File: src/rtl/ucode_loader_pkg.sv
// rtl/ucode_loader_pkg.sv - shared loader states and default control-store geometry
package ucode_loader_pkg;

  localparam int LP_LOG_MEMSIZE = 4;
  localparam int LP_WORD_WIDTH  = 11;

  typedef enum logic [2:0] {
    ST_IDLE  = 3'd0,
    ST_LOAD  = 3'd1,
    ST_CHECK = 3'd2,
    ST_RUN   = 3'd3,
    ST_ERROR = 3'd4
  } state_e;

endpackage

File: src/rtl/ucode_loader_if.sv
// rtl/ucode_loader_if.sv - word stream in and control-store write port out of the loader
interface ucode_loader_if import ucode_loader_pkg::*; #(
  parameter int P_LOG_MEMSIZE = LP_LOG_MEMSIZE,
  parameter int P_WORD_WIDTH  = LP_WORD_WIDTH
) ();

  logic                     in_valid;
  logic                     in_ready;
  logic [P_WORD_WIDTH-1:0]  in_data;
  logic                     in_last;
  logic                     mem_we;
  logic [P_LOG_MEMSIZE-1:0] mem_addr;
  logic [P_WORD_WIDTH-1:0]  mem_wdata;

  // master feeds words and observes the store; slave is the loader
  modport master (
    output in_valid, in_data, in_last,
    input  in_ready, mem_we, mem_addr, mem_wdata
  );

  modport slave (
    input  in_valid, in_data, in_last,
    output in_ready, mem_we, mem_addr, mem_wdata
  );

endinterface

File: src/rtl/ucode_chksum.sv
// rtl/ucode_chksum.sv - XOR accumulator over loaded words with equality compare
module ucode_chksum #(
  parameter int P_WORD_WIDTH = 11
) (
  input  logic                    clk,
  input  logic                    rst,
  input  logic                    clr,
  input  logic                    acc_en,
  input  logic [P_WORD_WIDTH-1:0] din,
  output logic                    match
);

  logic [P_WORD_WIDTH-1:0] acc_q, acc_d;

  always_comb begin
    acc_d = acc_q;
    if (clr) begin
      acc_d = '0;
    end else if (acc_en) begin
      acc_d = acc_q ^ din;
    end
  end

  always_ff @(posedge clk or posedge rst) begin
    if (rst) begin
      acc_q <= '0;
    end else begin
      acc_q <= acc_d;
    end
  end

  assign match = (acc_q == din);

endmodule

File: src/rtl/ucode_loader.sv
// rtl/ucode_loader.sv - streams microcode into the control store, then enables the CPU; UCODE_LOADER_CHKSUM_EN adds a trailing XOR checksum word
module ucode_loader import ucode_loader_pkg::*; #(
  parameter int P_LOG_MEMSIZE = LP_LOG_MEMSIZE,
  parameter int P_WORD_WIDTH  = LP_WORD_WIDTH
) (
  input  logic          clk,
  input  logic          rst,
  input  logic          start,
  input  logic          halt,
  ucode_loader_if.slave bus,
  output logic          cpu_en,
  output logic          busy,
  output logic          err
);

  localparam logic [P_LOG_MEMSIZE-1:0] LP_LAST_ADDR = '1;

  state_e                   state_q, state_d;
  logic [P_LOG_MEMSIZE-1:0] cnt_q, cnt_d;
  logic                     mem_we_q, mem_we_d;
  logic [P_LOG_MEMSIZE-1:0] mem_addr_q, mem_addr_d;
  logic [P_WORD_WIDTH-1:0]  mem_wdata_q, mem_wdata_d;
  logic                     cpu_en_q, cpu_en_d;
  logic                     in_ready;
  logic                     accept;

  assign accept = bus.in_valid && in_ready;

`ifdef UCODE_LOADER_CHKSUM_EN
  localparam state_e LP_AFTER_LOAD = ST_CHECK;
  logic chk_ok;

  ucode_chksum #(
    .P_WORD_WIDTH(P_WORD_WIDTH)
  ) u_chksum (
    .clk    (clk),
    .rst    (rst),
    .clr    (state_q == ST_IDLE && start),
    .acc_en (state_q == ST_LOAD && accept),
    .din    (bus.in_data),
    .match  (chk_ok)
  );
`else
  localparam state_e LP_AFTER_LOAD = ST_RUN;
`endif

  always_ff @(posedge clk or posedge rst) begin
    if (rst) begin
      state_q     <= ST_IDLE;
      cnt_q       <= '0;
      mem_we_q    <= 1'b0;
      mem_addr_q  <= '0;
      mem_wdata_q <= '0;
      cpu_en_q    <= 1'b0;
    end else begin
      state_q     <= state_d;
      cnt_q       <= cnt_d;
      mem_we_q    <= mem_we_d;
      mem_addr_q  <= mem_addr_d;
      mem_wdata_q <= mem_wdata_d;
      cpu_en_q    <= cpu_en_d;
    end
  end

  always_comb begin
    state_d = state_q;
    case (state_q)
      ST_IDLE: if (start) state_d = ST_LOAD;
      ST_LOAD: begin
        // a non-last word at the top address has nowhere to go after it
        if (accept) begin
          if (bus.in_last) begin
            state_d = LP_AFTER_LOAD;
          end else if (cnt_q == LP_LAST_ADDR) begin
            state_d = ST_ERROR;
          end
        end
      end
`ifdef UCODE_LOADER_CHKSUM_EN
      ST_CHECK: if (accept) state_d = chk_ok ? ST_RUN : ST_ERROR;
`endif
      ST_RUN:   if (halt) state_d = ST_IDLE;
      ST_ERROR: state_d = ST_ERROR;
      default:  state_d = ST_IDLE;
    endcase
  end

  always_comb begin
    in_ready    = (state_q == ST_LOAD) || (state_q == ST_CHECK);
    busy        = in_ready;
    err         = (state_q == ST_ERROR);
    cnt_d       = cnt_q;
    mem_we_d    = 1'b0;
    mem_addr_d  = mem_addr_q;
    mem_wdata_d = mem_wdata_q;
    // registered one cycle behind RUN so the CPU never steps before the final write lands
    cpu_en_d    = (state_q == ST_RUN) && !halt;
    if (state_q == ST_IDLE && start) begin
      cnt_d = '0;
    end
    if (state_q == ST_LOAD && accept) begin
      mem_we_d    = 1'b1;
      mem_addr_d  = cnt_q;
      mem_wdata_d = bus.in_data;
      cnt_d       = cnt_q + 1'b1;
    end
  end

  assign bus.in_ready  = in_ready;
  assign bus.mem_we    = mem_we_q;
  assign bus.mem_addr  = mem_addr_q;
  assign bus.mem_wdata = mem_wdata_q;
  assign cpu_en        = cpu_en_q;

endmodule

File: src/flat_wrapper.sv
// flat-port wrapper written by rule: the top's interface ports become plain ports
module ucode_loader_flat import ucode_loader_pkg::*;
#(
  parameter int P_LOG_MEMSIZE = LP_LOG_MEMSIZE,
  parameter int P_WORD_WIDTH  = LP_WORD_WIDTH
)
  (clk, rst, start, halt, cpu_en, busy, err, bus_in_valid, bus_in_data, bus_in_last, bus_in_ready, bus_mem_we, bus_mem_addr, bus_mem_wdata);
  ucode_loader_if #(.P_LOG_MEMSIZE(P_LOG_MEMSIZE), .P_WORD_WIDTH(P_WORD_WIDTH)) bus_i ();
  input  logic clk;
  input  logic rst;
  input  logic start;
  input  logic halt;
  output logic cpu_en;
  output logic busy;
  output logic err;
  input wire logic [$bits(bus_i.in_valid)-1:0] bus_in_valid;
  input wire logic [$bits(bus_i.in_data)-1:0] bus_in_data;
  input wire logic [$bits(bus_i.in_last)-1:0] bus_in_last;
  output wire logic [$bits(bus_i.in_ready)-1:0] bus_in_ready;
  output wire logic [$bits(bus_i.mem_we)-1:0] bus_mem_we;
  output wire logic [$bits(bus_i.mem_addr)-1:0] bus_mem_addr;
  output wire logic [$bits(bus_i.mem_wdata)-1:0] bus_mem_wdata;
  assign bus_i.in_valid = bus_in_valid;
  assign bus_i.in_data = bus_in_data;
  assign bus_i.in_last = bus_in_last;
  assign bus_in_ready = bus_i.in_ready;
  assign bus_mem_we = bus_i.mem_we;
  assign bus_mem_addr = bus_i.mem_addr;
  assign bus_mem_wdata = bus_i.mem_wdata;
  ucode_loader #(.P_LOG_MEMSIZE(P_LOG_MEMSIZE), .P_WORD_WIDTH(P_WORD_WIDTH)) u_core (.clk(clk), .rst(rst), .start(start), .halt(halt), .bus(bus_i), .cpu_en(cpu_en), .busy(busy), .err(err));
endmodule
File: config.mk
export PLATFORM = sky130hd
export DESIGN_NAME = ucode_loader_flat
export DESIGN_NICKNAME = d
export VERILOG_FILES = /design/src/rtl/ucode_loader_pkg.sv /design/src/rtl/ucode_loader_if.sv /design/src/rtl/ucode_chksum.sv /design/src/rtl/ucode_loader.sv /design/src/flat_wrapper.sv
export SDC_FILE = /design/constraint.sdc
export NUM_CORES = 1
export LEC_CHECK = 0
export CAP_MARGIN = 30
export CORE_MARGIN = 5
export CORE_UTILIZATION = 47
export DETAILED_ROUTE_END_ITERATION = 12
export PLACE_DENSITY = 0.82
export SYNTH_ARGS = -nofsm -noshare
export SYNTH_HDL_FRONTEND = slang
export SYNTH_SLANG_ARGS = --single-unit
File: constraint.sdc
create_clock -name clk -period 3.6 [get_ports clk]
set_input_delay 0.54 -clock clk [delete_from_list [all_inputs] [get_ports clk]]
set_output_delay 0.54 -clock clk [all_outputs]
set_load 0.01 [all_outputs]
### After elaboration in Yosys (flattened, before gate mapping)

Cells that the tools add are included.

* $add $sub $neg: 1
* equal/unequal tests: 9
* muxes and demuxes: 9
* reduce and logical (&&, ||, !) cells: 9

Operators with widths (count)
* 2-to-1 mux 3 bit: 5
* case mux 3 bit (4 select lines): 1
* 2-to-1 mux 4 bit: 2
* equality test 3 x 2 -> 1 bit, second input constant: 2
* adder 4 x 1 -> 4 bit, second input constant: 1
* equality test 4 bit, second input constant: 1
* logical AND 1 bit: 4
* inequality test 2 bit, second input constant: 2
* AND reduction 4 bit: 1
* equality test 3 x 1 -> 1 bit, second input constant: 1
* equality test 3 bit, second input constant: 1
* logical NOT 3 bit: 1
* inequality test 3 x 2 -> 1 bit, second input constant: 1
* inequality test 2 x 1 -> 1 bit, second input constant: 1
* nonzero test 2 bit: 1
* logical NOT 1 bit: 1
* logical OR 1 bit: 1
* 2-to-1 mux 1 bit: 1

* bits in registers: 24
* input bits: 17

### Depth between registers and ports, before layout

* word-level depth: 5
* depth in mapped cells: 5
* gate-level depth less buffers: 4

### Worst setup path after synthesis

No wires, ideal clock.

* kind: register -> output
* start point: register u_core.state_q[1]
* end point: output port busy
* data arrival time: 0.983 ns
* required time: 3.060 ns
* setup slack: 2.077 ns
* stages on the path, launching flop included: 5
* path buffers: 2
* cells stage by stage: dfrtp_1 > buf_2 > xnor2_1 > nor2_1 > buf_4

* word-level cells in the longest chain between the ends: 2
* elaborated cells on any way between the ends: 3

RTL lines
* from (decl): line ucode_loader.sv:18 `state_e state_q, state_d;`
* from (signal assigned): line ucode_loader.sv:56 `state_q <= state_d;`
* equality test 3 x 1 -> 1 bit / equality test 3 x 2 -> 1 bit (equally long branches): line ucode_loader.sv:89 `in_ready = (state_q == ST_LOAD) || (state_q == ST_CHECK);`
* logical OR 1 bit (*): line ucode_loader.sv:89
* to (decl): line flat_wrapper.sv:14 `output logic busy;`

Mark *: on every way between the ends. The rest lies on a longest branch, timed or not.

### Worst setup path in the final report

* start point: register u_core.state_q[2]
* end point: output port err

* word-level cells in the longest chain between the ends: 1

RTL lines
* equality test 3 bit: line ucode_loader.sv:91 `err = (state_q == ST_ERROR);`
* to (decl): line flat_wrapper.sv:15 `output logic err;`

Every way passes these cells.

==> summary.txt <==
Synth Register Bits - 24
antenna violations before repair - 0
post-CTS sizing - 0
Critical Path Start Type - register
Final Wtd Congestion - 0.757
Place WS - 1550 ps
Vias - 698
Synth Warn # - 0
number of global-route vias before repair - 735
Die H - 58.8 um
Initial Util - 50.1%
largest net degree at the start of global routing - 25
Worst Path Max Fanout - 8
outcome - complete, no violations
ranking of synthesized cells by area - dfrtp_1 54%, mux2_4 21%, buf_6 3.0%, or2b_1 2.0%, mux2i_1 1.8%
WL per Instance - 14.7 um
CTS clock-pin slew for the worst setup and hold paths - 120 ps
RSZ-0062 raised after global routing - no
core region area - 2230 um2
Crit Path Class - register to output pin
final slew viol count - 0
CP Capture Type - output pin
detailed-route DRC error count - 0
CTS tree - yes
Max Buffers Root-to-Sink - 2
Synth Area in Simple Gates - 9.94%
gr ovfl total - 0
PwrDens - 799 nW/um2
final WL - 2.04 mm
f_max - 0.443 GHz
Worst slew margin - 41.8%
Worst-Margin Slew - 873 ps
Worst EP arrival - 1720 ps
Tmin final - 2260 ps
Yosys cell types - 25
setup slack, reg-to-reg - 2000 ps
total track usage - 13.5%
Clk Latency, worst-skew pair - 300 ps
Worst EP required - 3060 ps
Tot Pwr - 1200 uW
leakage power figure - 0.000674 uW
Synth Cell Area - 1120 um2
Hold Vio Cnt, Final - 0
dpl cell area - 1470 um2
n_diodes - 0
Final ANT Viol Nets - 0
adder-cell share of the synthesized area - 1.12%
Die Width - 58.8 um
post-route setup slack - 1340 ps
violation count after the first detailed-route iteration - 3
setup violators final - 0
Reg area - 601 um2
largest family of logic cells by synthesized area - multiplexers
H-tree depth - 1
Root Driver - clkbuf_4
IO Port Bufs - 36
footprint of the multi-input gates - 465 um2
first-pass GRT wire length - 3.46 mm
Post-CTS Setup Bufs - 0
clock skew - 4.31 ps
Synth Area in Compound Gates - 5.70%
Mapped Cells - 75
Fill cells - 175
area grow syn2layout - 34.4%
syn avg cell area - 14.9 um2
min-delay worst type - register to register
Max Cap Viol - 0
# hold bufs at CTS - 0
cell taking the most area after synthesis - dfrtp_1
final instance area - 1510 um2
xor and xnor area share after synthesis - 1.56%
post-synth top area share - 53.6%
IO Count - 37
num rows - 17
Syn Nets - 93
most frequent cells in the layout - 36 x clkdlybuf4s50_1, 24 x dfrtp_1, 16 x mux2_4
VDD IR max - 0.000622 V
layout cells sized above 1 - 20.9%
TNS Setup - 0 ps
die area - 3460 um2
drt via density - 5.06
fraction of synthesized area in multiplexers - 23.2%
DP HPWL - 1.52 mm
register area share after synthesis - 53.6%
most common cell after layout, fill and taps aside - clkdlybuf4s50_1
Detailed Routing Iterations Pass 1 - 4
Layout Nets - 129
TritonCTS buffer count - 3
final worst-path cycle share - 62.6%
clk sinks - 24
==> routing by layer <==
| metal | vias to the layer above | global-route usage (%) | wire (um) |
|---|---|---|---|
| li1 | 334 | - | - |
| met1 | 333 | 16.6 | 933 |
| met2 | 26 | 21.0 | 890 |
| met3 | 5 | 3.95 | 163 |
| met4 | 0 | 7.77 | 48 |
| met5 | - | 0 | 0 |
==> flip-flops by register name, indices dropped and copies added, names as in the netlist <==
register / cells
u_core.bus.mem_we: 1
u_core.bus.mem_wdata: 11
u_core.cnt_q: 4
u_core.bus.mem_addr: 4
u_core.state_q: 3
u_core.cpu_en: 1
==> critical path: stages, from the launching register on <==
cell,delay (ps)
dfrtp_1,500
or2b_1,270
nor2_1,90
clkdlybuf4s50_1,550
==> area by class of cell <==
| class | count | area share, % |
|---|---|---|
| inverter | 2 | 0.499 |
| tap | 28 | 2.33 |
| sequential | 24 | 39.9 |
| clock buffer | 4 | 2.41 |
| timing repair buffer | 36 | 23.9 |
| multi-input combinational | 44 | 30.9 |
==> report_power, final <==
part / total [uW] / internal (uW) / switching, uW
registers: 475 / 383 / 91.9
logic: 591 / 395 / 196
clock network: 136 / 61.7 / 74.5
==> cell usage after synthesis, drive strengths merged <==
cell type and n:
a2111oi 1, a21boi 1, a21oi 3, a22o 2
and2b 1, and4b 1, and4bb 1, buf 5
dfrtp 24, ha 1, inv 2, mux2 16
mux2i 2, nand2 1, nand2b 1, nand3 1
nand4b 1, nor2 3, o31a 1, or2b 3
or3 1, or3b 1, xnor2 2
==> cell families (layout without fill, tap and decap cells) <==
logic type	Yosys count	count (layout)
compound gates	8	8
xor+xnor	2	2
fa+ha+maj	1	1
buf+inv	7	42
flops	24	24
mux	18	18
simple gates	15	15
==> worst paths after layout <==
check | start | to | cells after the start
worst max-delay path | u_core.state_q[2] | err | 3
worst min-delay path | u_core.bus.mem_wdata[7] | u_core.bus.mem_wdata[7] | 1
worst max register to register | u_core.state_q[1] | u_core.bus.mem_wdata[9] | 2
worst min register to register | u_core.bus.mem_wdata[7] | u_core.bus.mem_wdata[7] | 1
max in group asynchronous | rst | u_core.bus.mem_wdata[8] | 2
min in group asynchronous | rst | u_core.bus.mem_addr[3] | 2
==> per-stage QoR <==
step / instances / hold slack [ps] / utilization (%)
global placement: 134 / 493 / 65.8
global route: 138 / 545 / 67.4
floorplan: 75 / 506 / -
finish: 138 / 521 / 67.4
CTS: 138 / 524 / 67.4
detailed placement: 134 / 495 / 65.8
No activity file was read; power rests on OpenSTA's default activity.
==> variant 1: new RTL, config.mk and constraints unchanged <==
Add a define of `UCODE_LOADER_CHKSUM_EN`.
--- a/src/rtl/ucode_loader.sv
+++ b/src/rtl/ucode_loader.sv
@@ -1,3 +1,5 @@
 // rtl/ucode_loader.sv - streams microcode into the control store, then enables the CPU; UCODE_LOADER_CHKSUM_EN adds a trailing XOR checksum word
+`define UCODE_LOADER_CHKSUM_EN
+
 module ucode_loader import ucode_loader_pkg::*; #(
   parameter int P_LOG_MEMSIZE = LP_LOG_MEMSIZE,
Function: changed (Yosys sat finds a counterexample within 4 cycles, from zero or initial values and one cycle with rst high).
==> variant 1 against the unedited design <==
Non-clock buffer count grew 2. Worst setup slack lost 0.038 ns. Clock skew grew 0.0097 ns. Total power grew 25%. Sequential cell count grew 11. Cell area grew 41%. Die area grew 42%. Routed wire length grew 71%. Synthesized area grew 51%. Critical endpoint is now bus_in_ready.
==> variant 1: results (changes against the unedited design) <==
run status=completed; number of global-route vias before repair=1342 (+83%); antenna diode instance count=0 (unchanged); fraction of layout instances using a drive strength above 1=10.0% (-11 points); Avg Synthesized Cell Area=9.29 um^2 (-38%); path type of the worst min-delay path=flip-flop to flip-flop; overall global routing resource usage=15.1% (+1.6 points); HPWL after DPL=2.47 mm (+63%); Routed WL=3.49 mm (+71%); first-pass detailed-route iteration total=4 (unchanged); Critical Path Fanout Max=12 (+4); total of max-cap violations=0 (unchanged); Data arrival, critical path=1.75 ns (+0.03 ns); fraction of registers with async set or reset after synthesis=100% (unchanged); peak ir drop on the vdd network=0.378 mV (-39%); pin count of the biggest net entering global routing=36 (+44%); register clock-pin slew on the reported worst setup and hold paths=0.11 ns; GPL Wtd Cong=0.756 (-0.12%); standard cell area after detailed placement=2070 um^2 (+41%); number of buffers added by the clock tree synthesis step=5 (+2); fill count=308 (+76%); Ys Warns=0 (unchanged); total instance count after detailed placement=257 (+92%); count of buffers inserted at the top-level ports=36 (unchanged); slowest cell on the critical path=clkdlybuf4s50_1; first-pass GRT wire length=6.00 mm (+73%); syn nets=200 (+120%); total vias in the final route=1355 (+94%); Max Buffers Root-to-Sink=2 (unchanged); number of design-rule violations left by the first detailed-router iteration=99 (+96); number of levels the H-tree was split into=2 (+1); Layout Skew=0.0140 ns (+0.00970 ns); Most used DFF post-synth=dfrtp_1; NumNets Final=236 (+83%); insertion delay to the later sink of the worst-skew pair=0.36 ns (+0.06 ns); total leakage power=1.01 nW (+50%); sequential share of the synthesized area=51.8% (-1.9 points); worst slack at placement=1.33 ns (-0.220 ns); most common library cells after synthesis=nand2_1, dfrtp_1, o21ai_0; area taken by multi-input logic gates=744 um^2 (+60%); post-cts repair resize count=0 (unchanged); largest stage delay on the critical path=0.56 ns; WL/cell=13.2 um (-11%); ranking of synthesized cells by area=dfrtp_1, nand2_1, o21ai_0, xor2_1, nor2_1; initial antenna violation count=0 (unchanged); pin slew with the least headroom to its limit=0.456 ns (-0.417 ns); Netlist cell types=32 (+28%); clock root buffer=clkbuf_4; buffer count from post-CTS setup fixing=0 (unchanged); cell family contributing the most delay on the critical path=buffers and inverters
[variant 1: kinds of logic (layout without fill, tap and decap cells)]
kind of cell	count (synthesis)	count (layout)	share of synthesized area, %
flops	35	35	51.8
fa+ha+maj	1	1	0.740
compound gates	33	33	12.1
simple gates	84	84	22.2
buf+inv	13	50	4.21
xor+xnor	13	13	6.73
mux	3	3	2.22
[variant 1: worst register-to-register path, delay by kind of cell (launching register included)]
kind / cells / cell delay (ns)
buf+inv: 1 / 0.41
compound gates: 1 / 0.17
simple gates: 2 / 0.68
flops: 1 / 0.52
[variant 1: cell type report]
type	count	share of cell area (%)
sequential	35	41.2
clock buffer	5	1.77
timing repair buffer	38	17.7
tap	46	2.71
clock inverter	3	0.942
multi-input combinational	134	35.0
inverter	4	0.706
[variant 1: metal layers]
layer	GRT usage, %	share of wire [%]	vias up
met4	7.02	2.2	0
li1	-	-	674
met5	0	0	-
met3	4.30	5.2	7
met2	23.6	45	38
met1	19.4	47	636
[variant 1: worst paths after layout]
path                            slack (ns)  depth (start not counted)                       end                     from
worst max-delay path                  1.31                          3              bus_in_ready        u_core.state_q[0]
worst min register to register        0.48                          2   u_core.bus.mem_wdata[5]  u_core.bus.mem_wdata[5]
max in group asynchronous             2.70                          3  u_core.u_chksum.acc_q[2]                      rst
min in group asynchronous             0.56                          3    u_core.bus.mem_addr[1]                      rst
worst min-delay path                  0.48                          2   u_core.bus.mem_wdata[5]  u_core.bus.mem_wdata[5]
worst max register to register        1.74                          4  u_core.u_chksum.acc_q[4]        u_core.state_q[2]
[variant 1: power by group]
group | internal (W) | switching [W] | total, W
Sequential | 0.000520 | 0.000118 | 0.000638
Combinational | 0.000334 | 0.000317 | 0.000651
Clock | 0.0000746 | 0.000143 | 0.000217
Total | 0.000929 | 0.000578 | 0.00151
==> variant 2: new RTL, same flow settings <==
Without the edit above. Register the output `err`, without a reset; this adds one clock of latency there. The other outputs are not delayed to match.
--- a/src/rtl/ucode_loader.sv
+++ b/src/rtl/ucode_loader.sv
@@ -15,4 +15,6 @@
 
   localparam logic [P_LOG_MEMSIZE-1:0] LP_LAST_ADDR = '1;
+
+  logic err_d;
 
   state_e                   state_q, state_d;
@@ -89,5 +91,5 @@
     in_ready    = (state_q == ST_LOAD) || (state_q == ST_CHECK);
     busy        = in_ready;
-    err         = (state_q == ST_ERROR);
+    err_d       = (state_q == ST_ERROR);
     cnt_d       = cnt_q;
     mem_we_d    = 1'b0;
@@ -113,4 +115,8 @@
   assign cpu_en        = cpu_en_q;
 
+  always_ff @(posedge clk) begin
+    err <= err_d;
+  end
+
 endmodule
 
Formal check against the unedited RTL: same outputs for any inputs over 10 cycles, from zero or initial values and one cycle with rst high; that may be too few to reach the edited logic, so the function may still have changed.
==> variant 2 against the unedited design <==
Non-clock buffer count unchanged. Routed wire length increased by 6.0%. Total power increased by 0.51%. Sequential cell count increased by 1. Cell area increased by 0.91%. Worst setup slack improved by 0.0046 ns. Count of clock-buffer cells in the layout decreased by 1. Sequential share of layout area increased by 0.96 points. Die area increased by 1.5%. Synthesized area increased by 1.8%. Sequential power increased by 3%. Largest power group unchanged.
==> variant 2: results (changes against the unedited design) <==
quantity of hold-fixing buffers added after cts=0 (unchanged); GPL Wtd Cong=0.783 (+3.3%); count of buffers inserted at the top-level ports=36 (unchanged); number of cell instances on the worst register-to-register path=2 (unchanged); overall global routing resource usage=13.4% (-0.11 points); Critical Path Fanout Max=10 (+2); ranking of synthesized cells by area=dfrtp_1, mux2_4, buf_6, or2b_1, dfxtp_1; clock root buffer=clkbuf_4; pin count of the biggest net entering global routing=25 (unchanged); total vias in the final route=708 (+1.4%); total leakage power=0.675 nW (+0.15%); worst r2r dst=u_core.bus.mem_wdata[8]; Ys Warns=0 (unchanged); syn nets=94 (+1.1%); post-cts repair resize count=0 (unchanged); Reg-to-Reg Start=u_core.state_q[1]; minimum setup slack among reg-to-reg paths=2.01 ns; NumNets Final=130 (+0.78%); Detail Route met3 WL=192 um (+18%); Largest register FFs=11 (unchanged); insertion delay to the later sink of the worst-skew pair=0.31 ns; CP startpoint=u_core.state_q[1]; sequential share of the synthesized area=54.4% (+0.81 points); HPWL after DPL=1.64 mm (+8.4%); number of design-rule violations left by the first detailed-router iteration=15 (+12); first-pass GRT wire length=3.52 mm (+1.6%); fraction of layout instances using a drive strength above 1=20.7% (-0.19 points); run status=completed; worst setup path endpoint=bus_in_ready; Internal Power=0.000831 W (-1.0%); first-pass detailed-route iteration total=3 (-1); path type of the worst min-delay path=flip-flop to flip-flop; final hold viol count=0 (unchanged); number of global-route vias before repair=744 (+1.2%); Max Buffers Root-to-Sink=2 (unchanged); buffer count from post-CTS setup fixing=0 (unchanged); Layout Skew=0.00726 ns (+0.00295 ns); WL/cell=15.5 um (+5.2%); register clock-pin slew on the reported worst setup and hold paths=0.13 ns; peak ir drop on the vdd network=0.425 mV (-32%); number of levels the H-tree was split into=1 (unchanged); pin slew with the least headroom to its limit=0.881 ns (+0.00861 ns); fraction of registers with async set or reset after synthesis=96.0% (-4.0 points); most common library cells after synthesis=dfrtp_1, mux2_4; number of buffers added by the clock tree synthesis step=3 (unchanged); Data arrival, critical path=1.71 ns; routed wl met2=1.04 mm (+16%); Netlist cell types=26 (+4.0%); top routing layer in use=met4; initial antenna violation count=0 (unchanged); routed metal-1 wirelength=907 um (-2.8%); antenna diode instance count=0 (unchanged)
## variant 2: metal layers
layer,up-vias,GRT usage [%]
met3,2,4.36
met5,-,0
met2,26,22.0
li1,336,-
met4,0,5.83
met1,344,15.9
## variant 2: critical path: stages (launching register included)
cell	delay, ns
dfrtp_1	0.52
xnor2_1	0.18
nor2_1	0.14
clkdlybuf4s50_1	0.57
## variant 2: kinds of logic after synthesis
kind of cell	after synthesis	share of synthesized area [%]
AOI/OAI and AO/OA	8	5.60
xor gates and xnor gates	2	1.54
adders and majority gates	1	1.10
buffers and inverters	7	4.72
DFF	25	54.4
muxes	18	22.8
and+or+nand+nor	15	9.77
## variant 2: final cells by class
cell class | instances | area (um^2)
clock buffers | 3 | 22.5
clock inverters | 1 | 7.51
fillers | 176 | 736
inverters | 2 | 7.51
multi-input cells | 44 | 465
flip-flops and latches | 25 | 621
well taps | 28 | 35.0
repair buffers | 36 | 360
## variant 2: worst min path at each step
| stage | start | endpoint | cells past startpoint | slack (ns) |
|---|---|---|---|---|
| floorplan | u_core.cnt_q[2] | u_core.cnt_q[2] | 1 | 0.51 |
| detailed placement | u_core.bus.mem_wdata[4] | u_core.bus.mem_wdata[4] | 1 | 0.49 |
| global route | u_core.bus.mem_wdata[4] | u_core.bus.mem_wdata[4] | 1 | 0.54 |
| global placement | u_core.bus.mem_wdata[2] | u_core.bus.mem_wdata[2] | 1 | 0.50 |
| CTS | u_core.bus.mem_wdata[4] | u_core.bus.mem_wdata[4] | 1 | 0.53 |
| finish | u_core.bus.mem_wdata[4] | u_core.bus.mem_wdata[4] | 1 | 0.52 |
## variant 2: through the flow
stage          cells  power, W  hold WS, ns  worst slack (ns)  instance area (um^2)
2_1_floorplan     76  0.000854        0.506              2.08                  1140
3_3_place_gp     135   0.00108        0.496              1.60                  1490
4_1_cts          139   0.00123        0.529              1.32                  1520
5_1_grt          139   0.00128        0.537              1.23                  1520
3_5_place_dp     135   0.00110        0.493              1.56                  1490
6_report         139   0.00121        0.524              1.35                  1520
## variant 2: power groups by stage
stage,sequential [W],combinational (W),clock (W)
detailed placement,0.000497,0.000603,0
finish,0.000489,0.000597,0.000123
global route,0.000506,0.000631,0.000140
global placement,0.000491,0.000585,0
CTS,0.000490,0.000606,0.000129
floorplan,0.000505,0.000349,0
